--- src/rtl/slot_game_ctrl.sv ---
// Four-reel slot machine controller: credit bank, spin sequencing with timed reel
// stops, payout evaluation and a saturating credit balance.
module slot_game_ctrl #(
    parameter int unsigned SPIN_TICKS = 50,
    parameter int unsigned STOP_GAP   = 25,
    parameter int unsigned SPIN_COST  = 10,
    parameter int unsigned BANK_MAX   = 9999
) (
    input  logic        clk,
    input  logic        rst,
    input  logic        tick,
    input  logic        coin_1,
    input  logic        coin_10,
    input  logic        coin_50,
    input  logic        coin_100,
    input  logic        spin,
    input  logic [3:0]  rnd1,
    input  logic [3:0]  rnd2,
    input  logic [3:0]  rnd3,
    input  logic [3:0]  rnd4,
    output logic [3:0]  reel_run,
    output logic [3:0]  disp1,
    output logic [3:0]  disp2,
    output logic [3:0]  disp3,
    output logic [3:0]  disp4,
    output logic [13:0] bank,
    output logic        busy,
    output logic        win,
    output logic [10:0] win_amt,
    output logic        no_credit
);

    localparam int unsigned CNT_W   = 16;
    localparam int unsigned ARITH_W = 16;
    localparam int unsigned BANK_W  = 14;
    localparam int unsigned AMT_W   = 11;

    localparam logic [CNT_W-1:0]   SPIN_LAST  = CNT_W'(SPIN_TICKS - 1);
    localparam logic [CNT_W-1:0]   GAP_LAST   = CNT_W'(STOP_GAP - 1);
    localparam logic [ARITH_W-1:0] COST_A     = ARITH_W'(SPIN_COST);
    localparam logic [ARITH_W-1:0] BANK_MAX_A = ARITH_W'(BANK_MAX);

    typedef enum logic [2:0] {
        IDLE,
        SPIN,
        STOP,
        EVAL,
        PAY
    } state_t;

    state_t             state, state_nxt;
    logic [CNT_W-1:0]   cnt, cnt_nxt;
    logic [1:0]         idx, idx_nxt;
    logic [3:0]         reel_run_nxt;
    logic [3:0][3:0]    held, held_nxt;
    logic [AMT_W-1:0]   win_amt_nxt;
    logic               win_nxt;
    logic               no_credit_nxt;
    logic [BANK_W-1:0]  bank_nxt;
    logic               busy_nxt;

    logic               accept;
    logic [AMT_W-1:0]   payout;
    logic [ARITH_W-1:0] coin_sum;
    logic [ARITH_W-1:0] bank_sum;
    logic [3:0][3:0]    rnd_all;

    assign rnd_all = {rnd4, rnd3, rnd2, rnd1};

    // State register and all registered outputs
    always_ff @(posedge clk) begin
        if (rst) begin
            state     <= IDLE;
            cnt       <= '0;
            idx       <= '0;
            reel_run  <= '0;
            held      <= '0;
            win_amt   <= '0;
            win       <= 1'b0;
            no_credit <= 1'b0;
            bank      <= '0;
            busy      <= 1'b0;
        end else begin
            state     <= state_nxt;
            cnt       <= cnt_nxt;
            idx       <= idx_nxt;
            reel_run  <= reel_run_nxt;
            held      <= held_nxt;
            win_amt   <= win_amt_nxt;
            win       <= win_nxt;
            no_credit <= no_credit_nxt;
            bank      <= bank_nxt;
            busy      <= busy_nxt;
        end
    end

    // Next-state, reel sequencing and bank arithmetic
    always_comb begin
        state_nxt     = state;
        cnt_nxt       = cnt;
        idx_nxt       = idx;
        reel_run_nxt  = reel_run;
        held_nxt      = held;
        win_amt_nxt   = win_amt;
        win_nxt       = 1'b0;
        no_credit_nxt = 1'b0;
        accept        = 1'b0;
        payout        = '0;

        case (state)
            IDLE: begin
                if (spin) begin
                    // Acceptance uses the balance before this cycle's coins
                    if (ARITH_W'(bank) >= COST_A) begin
                        accept       = 1'b1;
                        reel_run_nxt = 4'b1111;
                        cnt_nxt      = '0;
                        idx_nxt      = '0;
                        state_nxt    = SPIN;
                    end else begin
                        no_credit_nxt = 1'b1;
                    end
                end
            end
            SPIN: begin
                if (tick) begin
                    if (cnt == SPIN_LAST) begin
                        reel_run_nxt[0] = 1'b0;
                        held_nxt[0]     = rnd1;
                        idx_nxt         = 2'd1;
                        cnt_nxt         = '0;
                        state_nxt       = STOP;
                    end else begin
                        cnt_nxt = cnt + CNT_W'(1);
                    end
                end
            end
            STOP: begin
                if (tick) begin
                    if (cnt == GAP_LAST) begin
                        reel_run_nxt[idx] = 1'b0;
                        held_nxt[idx]     = rnd_all[idx];
                        if (idx == 2'd3) begin
                            state_nxt = EVAL;
                        end else begin
                            idx_nxt = idx + 2'd1;
                            cnt_nxt = '0;
                        end
                    end else begin
                        cnt_nxt = cnt + CNT_W'(1);
                    end
                end
            end
            EVAL: begin
                if (held[0] == held[1] && held[1] == held[2] && held[2] == held[3]) begin
                    win_amt_nxt = AMT_W'(1000);
                end else if (held[0] == held[1] && held[1] == held[2]) begin
                    win_amt_nxt = AMT_W'(100);
                end else if (held[0] == held[1]) begin
                    win_amt_nxt = AMT_W'(20);
                end else begin
                    win_amt_nxt = '0;
                end
                state_nxt = PAY;
            end
            PAY: begin
                payout    = win_amt;
                win_nxt   = (win_amt != '0);
                state_nxt = IDLE;
            end
            default: begin
                state_nxt = IDLE;
            end
        endcase

        busy_nxt = (state_nxt != IDLE);

        coin_sum = (coin_1   ? ARITH_W'(1)   : '0)
                 + (coin_10  ? ARITH_W'(10)  : '0)
                 + (coin_50  ? ARITH_W'(50)  : '0)
                 + (coin_100 ? ARITH_W'(100) : '0);

        // Cost only subtracted on accept, which guarantees bank >= cost: no underflow
        bank_sum = ARITH_W'(bank) + coin_sum + ARITH_W'(payout) - (accept ? COST_A : '0);
        bank_nxt = (bank_sum > BANK_MAX_A) ? BANK_W'(BANK_MAX_A) : BANK_W'(bank_sum);
    end

    // Live digit while spinning, latched digit once stopped
    assign disp1 = reel_run[0] ? rnd1 : held[0];
    assign disp2 = reel_run[1] ? rnd2 : held[1];
    assign disp3 = reel_run[2] ? rnd3 : held[2];
    assign disp4 = reel_run[3] ? rnd4 : held[3];

endmodule

--- config.mk ---
export PLATFORM = sky130hd
export DESIGN_NAME = slot_game_ctrl
export DESIGN_NICKNAME = d
export VERILOG_FILES = /design/src/rtl/slot_game_ctrl.sv
export SDC_FILE = /design/constraint.sdc
export NUM_CORES = 1
export LEC_CHECK = 0
export ABC_AREA = 1
export ABC_CLOCK_PERIOD_IN_PS = 11350
export CAP_MARGIN = 20
export CORE_MARGIN = 2
export CORE_UTILIZATION = 50
export DETAILED_ROUTE_END_ITERATION = 8
export HOLD_SLACK_MARGIN = 0.08
export MAX_ROUTING_LAYER = met4
export PLACE_DENSITY_LB_ADDON = 0.25
export SLEW_MARGIN = 20
export SYNTH_ARGS = -nofsm -noshare
export SYNTH_HDL_FRONTEND = slang
export SYNTH_SLANG_ARGS = --single-unit
--- constraint.sdc ---
create_clock -name clk -period 11.35 [get_ports clk]
set_input_delay 2.8375 -clock clk [delete_from_list [all_inputs] [get_ports clk]]
set_output_delay 2.8375 -clock clk [all_outputs]
set_load 0.01 [all_outputs]
Yosys cells after proc, flatten, opt, wreduce, memory -nomap -nowiden
Cells that the tools add are included.
{"block": "totals", "output_inout_bits": 48, "ff_bits": 69, "wordCells": 130, "in_bits": 24}
{"block": "op_classes", "bitwise_logic": 5, "magnitude_cmp": 4, "n_eq_ne": 18, "n_reduce_logical": 18, "add_sub_neg": 8, "muxes": 62}
{"cell": "2-to-1 mux 16 bit", "n": 7}
{"cell": "2-to-1 mux 4 bit", "n": 16}
{"cell": "one-hot mux 16 bit (3 select lines)", "n": 1}
{"cell": "2-to-1 mux 3 bit", "n": 7}
{"cell": "adder 15 x 11 -> 16 bit", "n": 1}
{"cell": "adder 16 x 1 -> 16 bit, second input constant", "n": 1}
{"cell": "bitwise mux 16 bit", "n": 1}
{"cell": "equality test 16 x 5 -> 1 bit, second input constant", "n": 1}
{"cell": "equality test 16 x 6 -> 1 bit, second input constant", "n": 1}
{"cell": "greater-than comparator 16 x 14 -> 1 bit, second input constant", "n": 1}
{"cell": "subtractor 16 x 4 -> 16 bit", "n": 1}
{"cell": "adder 14 x 8 -> 15 bit", "n": 1}
{"cell": "greater-or-equal comparator 14 x 4 -> 1 bit, second input constant", "n": 1}
{"cell": "2-to-1 mux 14 bit", "n": 1}
{"cell": "2-to-1 mux 2 bit", "n": 7}
{"cell": "2-to-1 mux 7 bit", "n": 2}
{"cell": "inequality test 2 bit, second input constant", "n": 7}
{"cell": "equality test 4 bit", "n": 3}
{"cell": "one-hot mux 3 bit (4 select lines)", "n": 1}
{"cell": "2-to-1 mux 11 bit", "n": 1}
{"cell": "nonzero test 11 bit", "n": 1}
{"cell": "2-to-1 mux 10 bit", "n": 1}
{"cell": "AND reduction 5 bit", "n": 2}
{"cell": "adder 7 x 7 -> 8 bit", "n": 1}
{"cell": "33 further kinds", "n": 48}

Depth between registers and ports, before layout
{"block": "depth", "word_depth": 9, "mapped_depth": 29, "depth_no_buf": 29}

Worst setup path after synthesis
OpenSTA, ideal clock, no wires.
{"block": "synth_path", "kind": "input-to-output", "startpoint": "input rnd1[0]", "endpoint": "output disp1[0]", "path_stages": 1, "t_arrival_ns": 3.113, "path_buffers": 0, "t_required_ns": 8.512, "setup_slack_ns": 5.400, "path_cell_list": "mux2_2"}
{"block": "synth_between", "elab_chain_cells": 1}
{"element": "start, declared", "line": "17", "source": "input logic [3:0] rnd1,"}
{"element": "2-to-1 mux 4 bit", "line": "189", "source": "assign disp1 = reel_run[0] ? rnd1 : held[0];"}
{"element": "end, declared", "line": "22", "source": "output logic [3:0] disp1,"}
Every way passes these cells.

Worst setup path in the final report
{"block": "layout_path", "startpoint": "input rnd1[1]", "endpoint": "output disp1[1]"}
The elaborated chain is that of the path after synthesis.

==> impl_metrics.py <==
metrics = {
    "outcome": {
        "run_status": "completed",
    },
    "clocking": {
        "clock-root-buffer": "sky130_fd_sc_hd__clkbuf_8",
        "clkLatencyLatePin_ns": 0.35,
        "h-tree-depth": 3,
        "clkSlewWorstSetupHoldPaths_ns": 0.07,
        "clock-sinks": 62,
        "tritoncts_clock_tree": "done",
        "cts_resized": 0,
        "cts.path.max_buffers": 2,
        "numCtsBuffers": 9,
        "cts.hold.buffers_added": 0,
        "cts_setup_buffers": 0,
    },
    "pwr": {
        "cellLeakagePower_nw": 2.84,
        "power-per-cell-area_nw_per_um2": 293,
        "ir_drop_mv": 0.157,
    },
    "sta": {
        "tns_ns": 0,
        "fin_worst_hold_slack_ns": 0.480,
        "timing.clock.skew_ns": 0.0118,
        "slew_violations": 0,
        "post-route-min-period_ns": 6.89,
        "rsz0062_at_grt": "no",
        "tightestPinTransition_ns": 1.01,
        "timing.max_slew.rel_slack_pct": 32.6,
        "post-route-period-util_pct": 60.7,
        "peak_freq_mhz": 145,
        "setup_violations": 0,
        "hold_viol": 0,
    },
    "floorplan": {
        "initial_utilization_pct": 51.5,
        "rows": 36,
        "die_w_um": 104,
        "design.core.area_sq_um": 9730,
        "die_area_sq_um": 10800,
        "fp.dieH_um": 104,
        "io-pin-count": 72,
    },
    "grt": {
        "grt_start_max_net_pins": 38,
        "first_global_vias": 4564,
        "grt_first_pass_wirelength_um": 21300,
        "global_router_s_overall_resource_usage_pct": 24.5,
        "antenna_found_initial": 0,
        "overflow": 0,
    },
    "cells_and_area": {
        "layout-drive-gt1-share_pct": 5.45,
        "stdcell_area_sq_um": 5930,
        "final_common_cell": "sky130_fd_sc_hd__nand2_1",
        "nFillCells": 905,
        "insertedDiodeCount": 0,
        "util_after_layout_pct": 60.9,
        "finalNetCount": 904,
        "syn_to_final_growth_pct": 18.3,
        "final_cell_mix": "169 x sky130_fd_sc_hd__nand2_1, 132 x sky130_fd_sc_hd__inv_1, 90 x sky130_fd_sc_hd__nor2_1",
        "layout_cells_excl_fill": 958,
    },
    "worst_setup_path": {
        "timing.setup.critical_path_class": "input port to output port",
        "critPathArrivalTime_ns": 4.05,
        "critPathCaptureType": "output port",
        "crit_fanout": 3,
        "required_ns": 8.51,
        "crit_path_start_kind": "input port",
    },
    "worst_hold_path": {
        "hold_class": "register to register",
    },
    "synthesis": {
        "synth_register_bits": 62,
        "synth_area_per_cell_sq_um": 6.61,
        "synth-async-reset-ratio_pct": 0,
        "synthCells": 757,
        "post_synth_edffs": 0,
        "syn_area_sq_um": 5010,
        "yosys.cell_types.count": 45,
        "yosys_warnings": 0,
        "synth.yosys.seq_area_share_pct": 24.8,
        "synth_top_flop_cell": "sky130_fd_sc_hd__dfxtp_1",
    },
    "routing": {
        "drc": 0,
        "drt-vias-per-instance": 5.13,
        "wire_per_inst_um": 13.3,
        "final_wl_um": 12700,
        "total_vias_in_the_final_route": 4912,
        "dr.first_iter.drc_count": 310,
        "detail_route.first_pass.iterations": 5,
        "detail-route-antenna-nets": 0,
    },
    "place": {
        "gp_congestion": 0.947,
        "hpwlAfterDp_um": 10200,
        "io_buffers": 68,
        "post_dp_cell_area_sq_um": 5750,
        "dp.cells": 942,
    },
    "run": {
        "max_cap_viol_count": 0,
    },
}
through the flow:
| stage | worst slack (ns) | total power [W] |
|---|---|---|
| 3_3_place_gp | 4.47 | 0.00152 |
| 6_report | 4.46 | 0.00174 |
| 2_1_floorplan | 5.40 | 0.00122 |
| 5_1_grt | 4.37 | 0.00192 |
| 4_1_cts | 4.46 | 0.00172 |
| 3_5_place_dp | 4.46 | 0.00154 |
cell families (layout without fill, tap and decap cells):
kind of cell	count (synthesis)	in the layout	synth area share (%)
buf+inv	158	224	12.7
flops	62	62	24.8
simple gates	351	351	31.2
fa+ha+maj	60	60	16.3
xor+xnor	19	19	3.32
other cells	1	3	0.0749
compound gates	104	104	11.1
mux	2	2	0.450
Yosys cell counts, types with 3 or more instances:
library cell	number	area, sq um
sky130_fd_sc_hd__nand2_2	3	18.8
sky130_fd_sc_hd__nand3_1	45	225
sky130_fd_sc_hd__a22oi_1	4	30.0
sky130_fd_sc_hd__nand4_1	6	37.5
sky130_fd_sc_hd__nor2_4	4	45.0
sky130_fd_sc_hd__o21ai_0	47	235
sky130_fd_sc_hd__nand2_1	169	634
sky130_fd_sc_hd__buf_4	7	52.6
sky130_fd_sc_hd__inv_1	132	495
sky130_fd_sc_hd__ha_1	51	638
sky130_fd_sc_hd__nand3b_1	4	30.0
sky130_fd_sc_hd__xnor2_1	6	52.6
sky130_fd_sc_hd__o22ai_1	5	31.3
sky130_fd_sc_hd__inv_2	6	22.5
sky130_fd_sc_hd__clkbuf_1	8	30.0
sky130_fd_sc_hd__xor2_1	13	114
sky130_fd_sc_hd__a21oi_1	38	190
sky130_fd_sc_hd__nor3_1	12	60.1
sky130_fd_sc_hd__dfxtp_1	62	1240
sky130_fd_sc_hd__fa_1	9	180
sky130_fd_sc_hd__nor4_1	4	25.0
sky130_fd_sc_hd__nor2_1	90	338
worst max-delay path: stages:
cell and delay (ns):
sky130_fd_sc_hd__clkdlybuf4s50_1 0.53, sky130_fd_sc_hd__nand2_1 0.06, sky130_fd_sc_hd__o21ai_0 0.08, sky130_fd_sc_hd__clkdlybuf4s50_1 0.55
sequential cells by signal, summed over array words and instances, names as in the netlist:
signal     count
busy           1
win            1
state          3
win_amt        4
cnt           16
reel_run       4
idx            2
no_credit      1
bank          14
held          16
layer usage:
metal	part of all wire (%)	wire (um)	track usage, %
met5	0	0	-
met1	48	6120	33.4
met4	1.3	170	7.43
met2	43	5510	37.1
met3	7.1	902	4.26
report_power, final:
group / switching [W] / internal [W]
sequential: 0.0000579 / 0.000268
combinational: 0.000781 / 0.000455
clock: 0.0000969 / 0.0000798
path summary, 6_finish.rpt:
path / end / cells after the start / start / slack [ns]
min: held[15] / 2 / held[15] / 0.48
min reg2reg: held[15] / 2 / held[15] / 0.48
max: disp1[1] / 4 / rnd1[1] / 4.46
max reg2reg: bank[5] / 26 / bank[12] / 6.57
area by class of cell:
| type | count | area, sq um | area share [%] |
|---|---|---|---|
| Clock inverter | 7 | 50.0 | 0.845 |
| Sequential cell | 62 | 1240 | 20.9 |
| Inverter | 140 | 526 | 8.87 |
| Multi-Input combinational cell | 539 | 3140 | 53.0 |
| Timing Repair Buffer | 68 | 681 | 11.5 |
| Clock buffer | 9 | 124 | 2.09 |
| Tap cell | 133 | 166 | 2.81 |
Power figures use the tool's default switching activity.
